===== config.mk =====
export PLATFORM = sky130hd
export DESIGN_NAME = shifter_seq
export DESIGN_NICKNAME = d
export VERILOG_FILES = /design/src/rtl/shifter_pkg.sv /design/src/rtl/shifter_seq_shift_step.sv /design/src/rtl/shifter_seq.sv
export SDC_FILE = /design/constraint.sdc
export NUM_CORES = 1
export LEC_CHECK = 0
export BUFFER_PORTS_ARGS = -buffer_cell sky130_fd_sc_hd__buf_2
export CAP_MARGIN = 10
export CORE_AREA = 2 2 97 99
export CTS_CLUSTER_DIAMETER = 60
export CTS_CLUSTER_SIZE = 24
export DETAILED_ROUTE_END_ITERATION = 8
export DIE_AREA = 0 0 99 101
export PLACE_DENSITY_LB_ADDON = 0.1
export SLEW_MARGIN = 0
export SYNTH_ARGS = -nofsm -noshare
export SYNTH_HDL_FRONTEND = slang
export SYNTH_SLANG_ARGS = --single-unit

===== constraint.sdc =====
create_clock -name clk -period 3.1 [get_ports clk]
set_clock_uncertainty 0.05 [all_clocks]
set_input_delay 0.155 -clock clk [delete_from_list [all_inputs] [get_ports clk]]
set_output_delay 0.155 -clock clk [all_outputs]
set_load 0.05 [all_outputs]

===== src/rtl/shifter_pkg.sv =====
// Shared definitions for the iterative shifter.
//   XLEN_DEF / SHW_DEF : default operand width and shift-amount width
//   shift_type_e       : operation encoding (SLL, SRL, SRA, ROR)
//   shifter_state_e    : sequencer states (IDLE, SHIFT, DONE)
package shifter_pkg;

   localparam int XLEN_DEF = 32;
   localparam int SHW_DEF  = 5;

   typedef enum logic [1:0] {
      SLL = 2'b00,
      SRL = 2'b01,
      SRA = 2'b10,
      ROR = 2'b11
   } shift_type_e;

   typedef enum logic [1:0] {
      IDLE  = 2'b00,
      SHIFT = 2'b01,
      DONE  = 2'b10
   } shifter_state_e;

endpackage


===== src/rtl/shifter_seq_shift_step.sv =====
// shift_step: combinational single-bit shift of the work value.
// Optional feature macro: SHIFTER_SEQ_ROR_EN (enables the rotate-right step).
//   value      : current work value
//   typ        : captured operation type
//   sign       : captured operand MSB, used as SRA fill
//   value_next : work value after one 1-bit step
module shift_step
   import shifter_pkg::*;
#(
   parameter int XLEN = XLEN_DEF
) (
   input  logic [XLEN-1:0] value,
   input  shift_type_e     typ,
   input  logic            sign,
   output logic [XLEN-1:0] value_next
);

   always_comb begin
      value_next = value;
      case (typ)
         SLL: value_next = {value[XLEN-2:0], 1'b0};
         SRL: value_next = {1'b0, value[XLEN-1:1]};
         SRA: value_next = {sign, value[XLEN-1:1]};
`ifdef SHIFTER_SEQ_ROR_EN
         ROR: value_next = {value[0], value[XLEN-1:1]};
`else
         // ROR ops never reach SHIFT in this build; pass through unchanged.
         ROR: value_next = value;
`endif
         default: value_next = value;
      endcase
   end

endmodule


===== src/rtl/shifter_seq.sv =====
// shifter_seq: multi-cycle SLL/SRL/SRA (optionally ROR) unit, one bit per clock,
// behind a start/done handshake.
// Optional feature macro: SHIFTER_SEQ_ROR_EN (type=11 rotates right; otherwise
// type=11 completes immediately with r=a).
//   clk        : system clock
//   rst_n      : asynchronous active-low reset
//   start      : request, accepted only when not busy
//   a          : operand, captured on accept
//   shamt      : shift amount, captured on accept
//   shift_type : 00=SLL 01=SRL 10=SRA 11=ROR ("type" is a reserved word)
//   busy       : high while shifting
//   done       : one-cycle completion pulse, r valid
//   r          : result register, held until the next completion
//
// state | meaning
// IDLE  | waiting for start
// SHIFT | one 1-bit step per clock, counter counting down to 1
// DONE  | r just loaded, done high; may accept a new start
module shifter_seq
   import shifter_pkg::*;
#(
   parameter int XLEN = XLEN_DEF,
   parameter int SHW  = SHW_DEF
) (
   input  logic            clk,
   input  logic            rst_n,
   input  logic            start,
   input  logic [XLEN-1:0] a,
   input  logic [SHW-1:0]  shamt,
   input  logic [1:0]      shift_type,
   output logic            busy,
   output logic            done,
   output logic [XLEN-1:0] r
);

   shifter_state_e  state;
   logic [SHW-1:0]  cnt;
   logic [XLEN-1:0] work;
   shift_type_e     typ_q;
   logic            sign_q;
   logic [XLEN-1:0] step_out;
   logic [SHW-1:0]  start_cnt;

   // Count loaded on accept; a zero count completes in the very next cycle.
   always_comb begin
      start_cnt = shamt;
`ifdef SHIFTER_SEQ_ROR_EN
      start_cnt = shamt;
`else
      if (shift_type == 2'(ROR))
         start_cnt = '0;
`endif
   end

   shift_step #(.XLEN(XLEN)) u_step (
      .value      (work),
      .typ        (typ_q),
      .sign       (sign_q),
      .value_next (step_out)
   );

   always_ff @(posedge clk or negedge rst_n) begin
      if (!rst_n) begin
         state  <= IDLE;
         cnt    <= '0;
         work   <= '0;
         typ_q  <= SLL;
         sign_q <= 1'b0;
         r      <= '0;
         busy   <= 1'b0;
         done   <= 1'b0;
      end else begin
         done <= 1'b0;
         case (state)
            IDLE, DONE: begin
               if (start) begin
                  work   <= a;
                  cnt    <= start_cnt;
                  typ_q  <= shift_type_e'(shift_type);
                  sign_q <= a[XLEN-1];
                  if (start_cnt == '0) begin
                     state <= DONE;
                     r     <= a;
                     done  <= 1'b1;
                     busy  <= 1'b0;
                  end else begin
                     state <= SHIFT;
                     busy  <= 1'b1;
                  end
               end else begin
                  state <= IDLE;
               end
            end
            SHIFT: begin
               work <= step_out;
               cnt  <= cnt - SHW'(1);
               if (cnt == SHW'(1)) begin
                  state <= DONE;
                  r     <= step_out;
                  done  <= 1'b1;
                  busy  <= 1'b0;
               end
            end
            default: begin
               state <= IDLE;
               busy  <= 1'b0;
            end
         endcase
      end
   end

endmodule

==> impl_metrics.ini, run 1 <==
[floorplanning]
die_y_um = 101
start_util = 0.453
core_um2 = 8980
die_w_um = 99
core.rowCount = 35
ios = 76
die_area_um2 = 10000

[layout]
final_cell_mix = dfrtp_1 (75), buf_2 (74), nand2_1 (64)
stdcell_area_um2 = 4710
multiInputGateArea_um2 = 1870
regArea_um2 = 1900
drive_gt1_frac = 0.224
fill_cells = 810
final_common_cell = dfrtp_1
synthToLayoutAreaGrowth_pct = 15.7
final_util = 0.524
fin_nets = 540
diodes = 0

[clock_tree]
cts_setup_buffers = 0
cts_buffers = 9
clock_latency_ns = 0.35
htree_levels = 3
path_clk_slew_ns = 0.08
clockBufferDepth = 2
root_buffer = clkbuf_8
clock-sinks = 76
cts_tree = built

[timing]
final.setup.tns_ns = 0
finalCritPeriodShare = 0.683
fin_hold_ws_ns = 0.0126
relSlewSlack = 0.356
rsz0062_at_grt = no
setup_violations = 0
fmax_mhz = 472
min_period_ns = 2.12
slew_violations = 0
hold_violations = 0
tightestPinTransition_ns = 0.967

[global_routing]
grt_first_pass_wirelength_um = 15100
grt-ovfl-total = 0
antenna_found_initial = 0
grt_max_degree = 77
grt_pass1_vias = 3127
grt.total_usage = 0.187

[worst_setup_path]
crit_required_ns = 3.31
crit_path_end_kind = flip-flop
r2r_setup_slack_ns = 0.98
cp_max_fo = 18
worstSetupPathType = reg2reg
critPathLaunchType = flip-flop
cp.arrival_ns = 2.32

[placement]
placed_cell_area_um2 = 4460
gp_congestion = 0.786
dpl.hpwl_um = 6010
port_buffers = 75

[job]
max_cap_violations = 0

[logic_synthesis]
synthFlopType = dfrtp_1
synthCells = 436
synth_edf_count = 0
synth.distinct_cells = 35
syn_avg_cell_area_um2 = 9.33
seq_area_frac_synth = 0.467
ys_seq_elements = 76
syn_nets = 480
synth_area_um2 = 4070
async_flop_share = 1.00
ys.warnings.count = 0

[detailed_routing]
ant_nets = 0
wl_um = 8880
drc = 0
viasPerCell = 5.45
wire_per_inst_um = 14.5
vias = 3336
drtIter0Drc = 167
first_pass_iters = 4

[hold_path]
hp-class = in2reg

[outcome]
status = complete, no violations
## repair_timing
action | 4_1_cts | 5_1_grt
resized for setup | 0 | 0
hold buffers | 1 | 0
hold endpoints to repair | 76 | 0
## stage by stage
stage	worst slack [ns]	instances
floorplan	1.62	436
global placement	1.03	595
detailed placement	0.963	595
CTS	0.927	612
global route	0.794	612
finish	0.982	612
## state kept, by name, indices dropped and copies added (netlist names)
name    count
busy        1
cnt         5
done        1
r          32
sign_q      1
state       2
typ_q       2
work       32
## Yosys cell counts (all sizes together) (2+ instances only)
library cell	instances	area [um^2]
dfrtp	76	1900
nand2	65	251
a21oi	38	190
inv	34	128
mux2i	33	330
nand2b	32	208
nor2	32	120
nand4	29	181
o221ai	28	245
buf	21	134
clkbuf	11	41.3
mux2	9	101
o21ai	5	25.0
a22o	4	35.0
a211oi	2	15.0
ha	2	25.0
nor3	2	15.0
o22ai	2	26.3
## critical path: stages, from the launching register on
cell and delay [ns]:
dfrtp_1 0.37, nand2b_1 0.38, o22ai_4 0.73, buf_12 0.25
mux2i_1 0.22
## layout make-up
cell class / count / share of cell area
flip-flops and latches: 76 / 0.404
multi-input cells: 294 / 0.396
repair buffers: 81 / 0.0930
clock buffers: 11 / 0.0322
well taps: 111 / 0.0295
inverters: 34 / 0.0271
clock inverters: 5 / 0.0178
## layer usage
metal | GRT usage | part of all wire | wire length, um
met1 | 0.254 | 0.46 | 4080
met2 | 0.299 | 0.47 | 4160
met3 | 0.0444 | 0.060 | 531
met5 | 0 | 0 | 0
met4 | 0.0537 | 0.012 | 106
## final timing paths
check	from	endpoint	cells after the start
setup / recovery	state[1]$_DFFE_PN0P_	r[23]$_DFFE_PN0P_	4
hold / removal	shamt[2]	cnt[2]$_DFFE_PN0P_	3
setup reg to reg	state[1]$_DFFE_PN0P_	r[23]$_DFFE_PN0P_	4
hold reg to reg	cnt[3]$_DFFE_PN0P_	cnt[3]$_DFFE_PN0P_	1
max in group asynchronous	rst_n	typ_q[0]$_DFFE_PN0P_	2
min in group asynchronous	rst_n	r[20]$_DFFE_PN0P_	2
## kinds of logic after synthesis
logic type	Yosys count	share of synthesized area
simple gates	163	0.196
compound gates	85	0.146
flops	76	0.467
buf+inv	66	0.0744
mux	42	0.106
xor+xnor	2	0.00431
fa+ha+maj	2	0.00615
Power of run 1 is left out: the tool's default activity adds up to more than one toggle a clock period on the data nets, which glitch-free logic cannot reach.
==> inputs of run 2 (changes only) <==
==> constraint.sdc (replaced) <==
create_clock -name clk -period 2.2 [get_ports clk]
set_clock_uncertainty 0.05 [all_clocks]
set_input_delay 0.11 -clock clk [delete_from_list [all_inputs] [get_ports clk]]
set_output_delay 0.11 -clock clk [all_outputs]
set_load 0.05 [all_outputs]
==> impl_metrics.ini, run 2 (synthesis results as in run 1) <==
[outcome]
status = complete, no violations

[floorplanning]
start_util = 0.453
die_y_um = 101
core.rowCount = 35
ios = 76
core_um2 = 8980
die_w_um = 99
die_area_um2 = 10000

[detailed_routing]
ant_nets = 0
viasPerCell = 5.32
drc = 0
drtIter0Drc = 88
wire_per_inst_um = 14.5
first_pass_iters = 4
vias = 3341
wl_um = 9100

[global_routing]
antenna_found_initial = 0
grt-ovfl-total = 0
grt_use_met3 = 0.0305
grt.total_usage = 0.195
grt_max_degree = 52
gr-usage-met2 = 0.310
grt_first_pass_wirelength_um = 15500
grt_most_used_layer = met2
grt_pass1_vias = 3281
grt_use_met1 = 0.269

[hold_path]
hp-start = a[0]
holdPathStages = 3
hp-class = in2reg

[timing]
tightestPinTransition_ns = 0.533
relSlewSlack = 0.645
rsz0062_at_grt = no
slew_violations = 0
setup_violations = 0
final.setup.tns_ns = 0
finalCritPeriodShare = 0.804
min_period_ns = 1.77
fin_ws_ns = 0.432
hold_violations = 0
fmax_mhz = 566

[layout]
final_util = 0.536
diodes = 0
final_cell_mix = dfrtp_1 (75), buf_2 (74), nand2_1 (64)
drive_gt1_frac = 0.234
largestRegisters = r (32), work (32), cnt (5)
stdcell_area_um2 = 4810
fin_nets = 556
fin_cells = 628
synthToLayoutAreaGrowth_pct = 18.2
final_common_cell = dfrtp_1

[clock_tree]
post_cts_resized = 0
root_buffer = clkbuf_8
cts_setup_buffers = 0
cts_buffers = 9
clockBufferDepth = 2
path_clk_slew_ns = 0.08
htree_levels = 3
clock_latency_ns = 0.34
clock-sinks = 76
cts_tree = built

[power]
pwr-share-clk = 0.123
peakVddDrop_uv = 761
power.internal_w = 0.00447
power.density_nw_per_um2 = 1840
pwr-share-comb = 0.578
p_seq_frac = 0.299
switching_power_w = 0.00437
power.share.switching = 0.494
leakagePower_nw = 2.25

[placement]
gp_congestion = 0.827
placed_cell_area_um2 = 4540
dpl.hpwl_um = 6510
place_ws_ns = 0.417
dp_cells = 605
port_buffers = 75

[worst_setup_path]
cp_slowest_stage_delay_ns = 0.40
path_cells = inv_1, ha_1, nand3b_1, o22ai_4, buf_4, mux2i_1
crit_start = cnt[1]$_DFFE_PN0P_
cp_max_fo = 15
worstSetupPathType = reg2reg
rr_worst_depth = 6
critPathLaunchType = flip-flop
crit_required_ns = 2.41
cp.arrival_ns = 1.98
reg2reg_from = cnt[1]$_DFFE_PN0P_
crit_path_end_kind = flip-flop
cp_slowest_cell = dfrtp_1

[job]
max_cap_violations = 0
[run 2: cell types whose count changed in the layout (fill, tap and decap cells not counted)]
cell	previous run	this run
clkinv_4	1	0
clkinvlp_4	2	1
clkinv_2	0	2
dlygate4sd3_1	1	7
bufinv_16	2	1
clkbuf_1	0	1
buf_4	5	15
[run 2: power groups by stage]
stage / Combinational (W) / Sequential, W / Clock, W
after floorplan: 0.00303 / 0.00362 / 0
after global placement: 0.00504 / 0.00265 / 0
after detailed placement: 0.00512 / 0.00267 / 0
after CTS: 0.00514 / 0.00265 / 0.00112
after global routing: 0.00571 / 0.00275 / 0.00117
final: 0.00510 / 0.00264 / 0.00109
[run 2: metal layers]
| metal | part of all wire | vias up |
|---|---|---|
| li1 | - | 1695 |
| met1 | 0.48 | 1563 |
| met2 | 0.46 | 70 |
| met3 | 0.041 | 13 |
| met4 | 0.017 | 0 |
| met5 | 0 | - |
[run 2: timing repair]
action / 4_1_cts / 5_1_grt
endpoints found under the setup margin: 0 / 0
hold buffers: 7 / 0
hold endpoints to repair: 45 / 0
[run 2: per-stage QoR]
stage               total power [W]  hold slack [ns]
detailed placement          0.00779           0.0818
global route                0.00962           0.0684
CTS                         0.00891           0.0185
finish                      0.00884           0.0303
floorplan                   0.00665           -0.236
global placement            0.00769           0.0799
[run 2: final cells by class]
cell class | count | area (um^2)
multi-input combinational | 294 | 1870
timing repair buffer | 97 | 573
tap | 111 | 139
fill | 848 | 4170
clock inverter | 4 | 47.5
sequential | 76 | 1900
inverter | 34 | 128
clock buffer | 12 | 155
[run 2: path summary, 6_finish.rpt]
kind                                        end  slack (ns)
hold / removal                 r[0]$_DFFE_PN0P_        0.03
hold reg to reg              cnt[3]$_DFFE_PN0P_        0.46
max in group asynchronous  typ_q[0]$_DFFE_PN0P_        1.15
setup reg to reg              r[14]$_DFFE_PN0P_        0.43
min in group asynchronous        done$_DFF_PN0_        0.23
setup / recovery              r[14]$_DFFE_PN0P_        0.43
[run 2: worst max-delay path, delay by kind of cell, from the launching register on]
kind                     cells  cell delay, ns
flip-flops                   1            0.40
AND/OR/NAND/NOR              1            0.18
buffers and inverters        2            0.41
multiplexers                 1            0.23
AO/OA/AOI/OAI                1            0.26
adder cells (fa/ha/maj)      1            0.14
No activity file was read; power rests on OpenSTA's default activity.
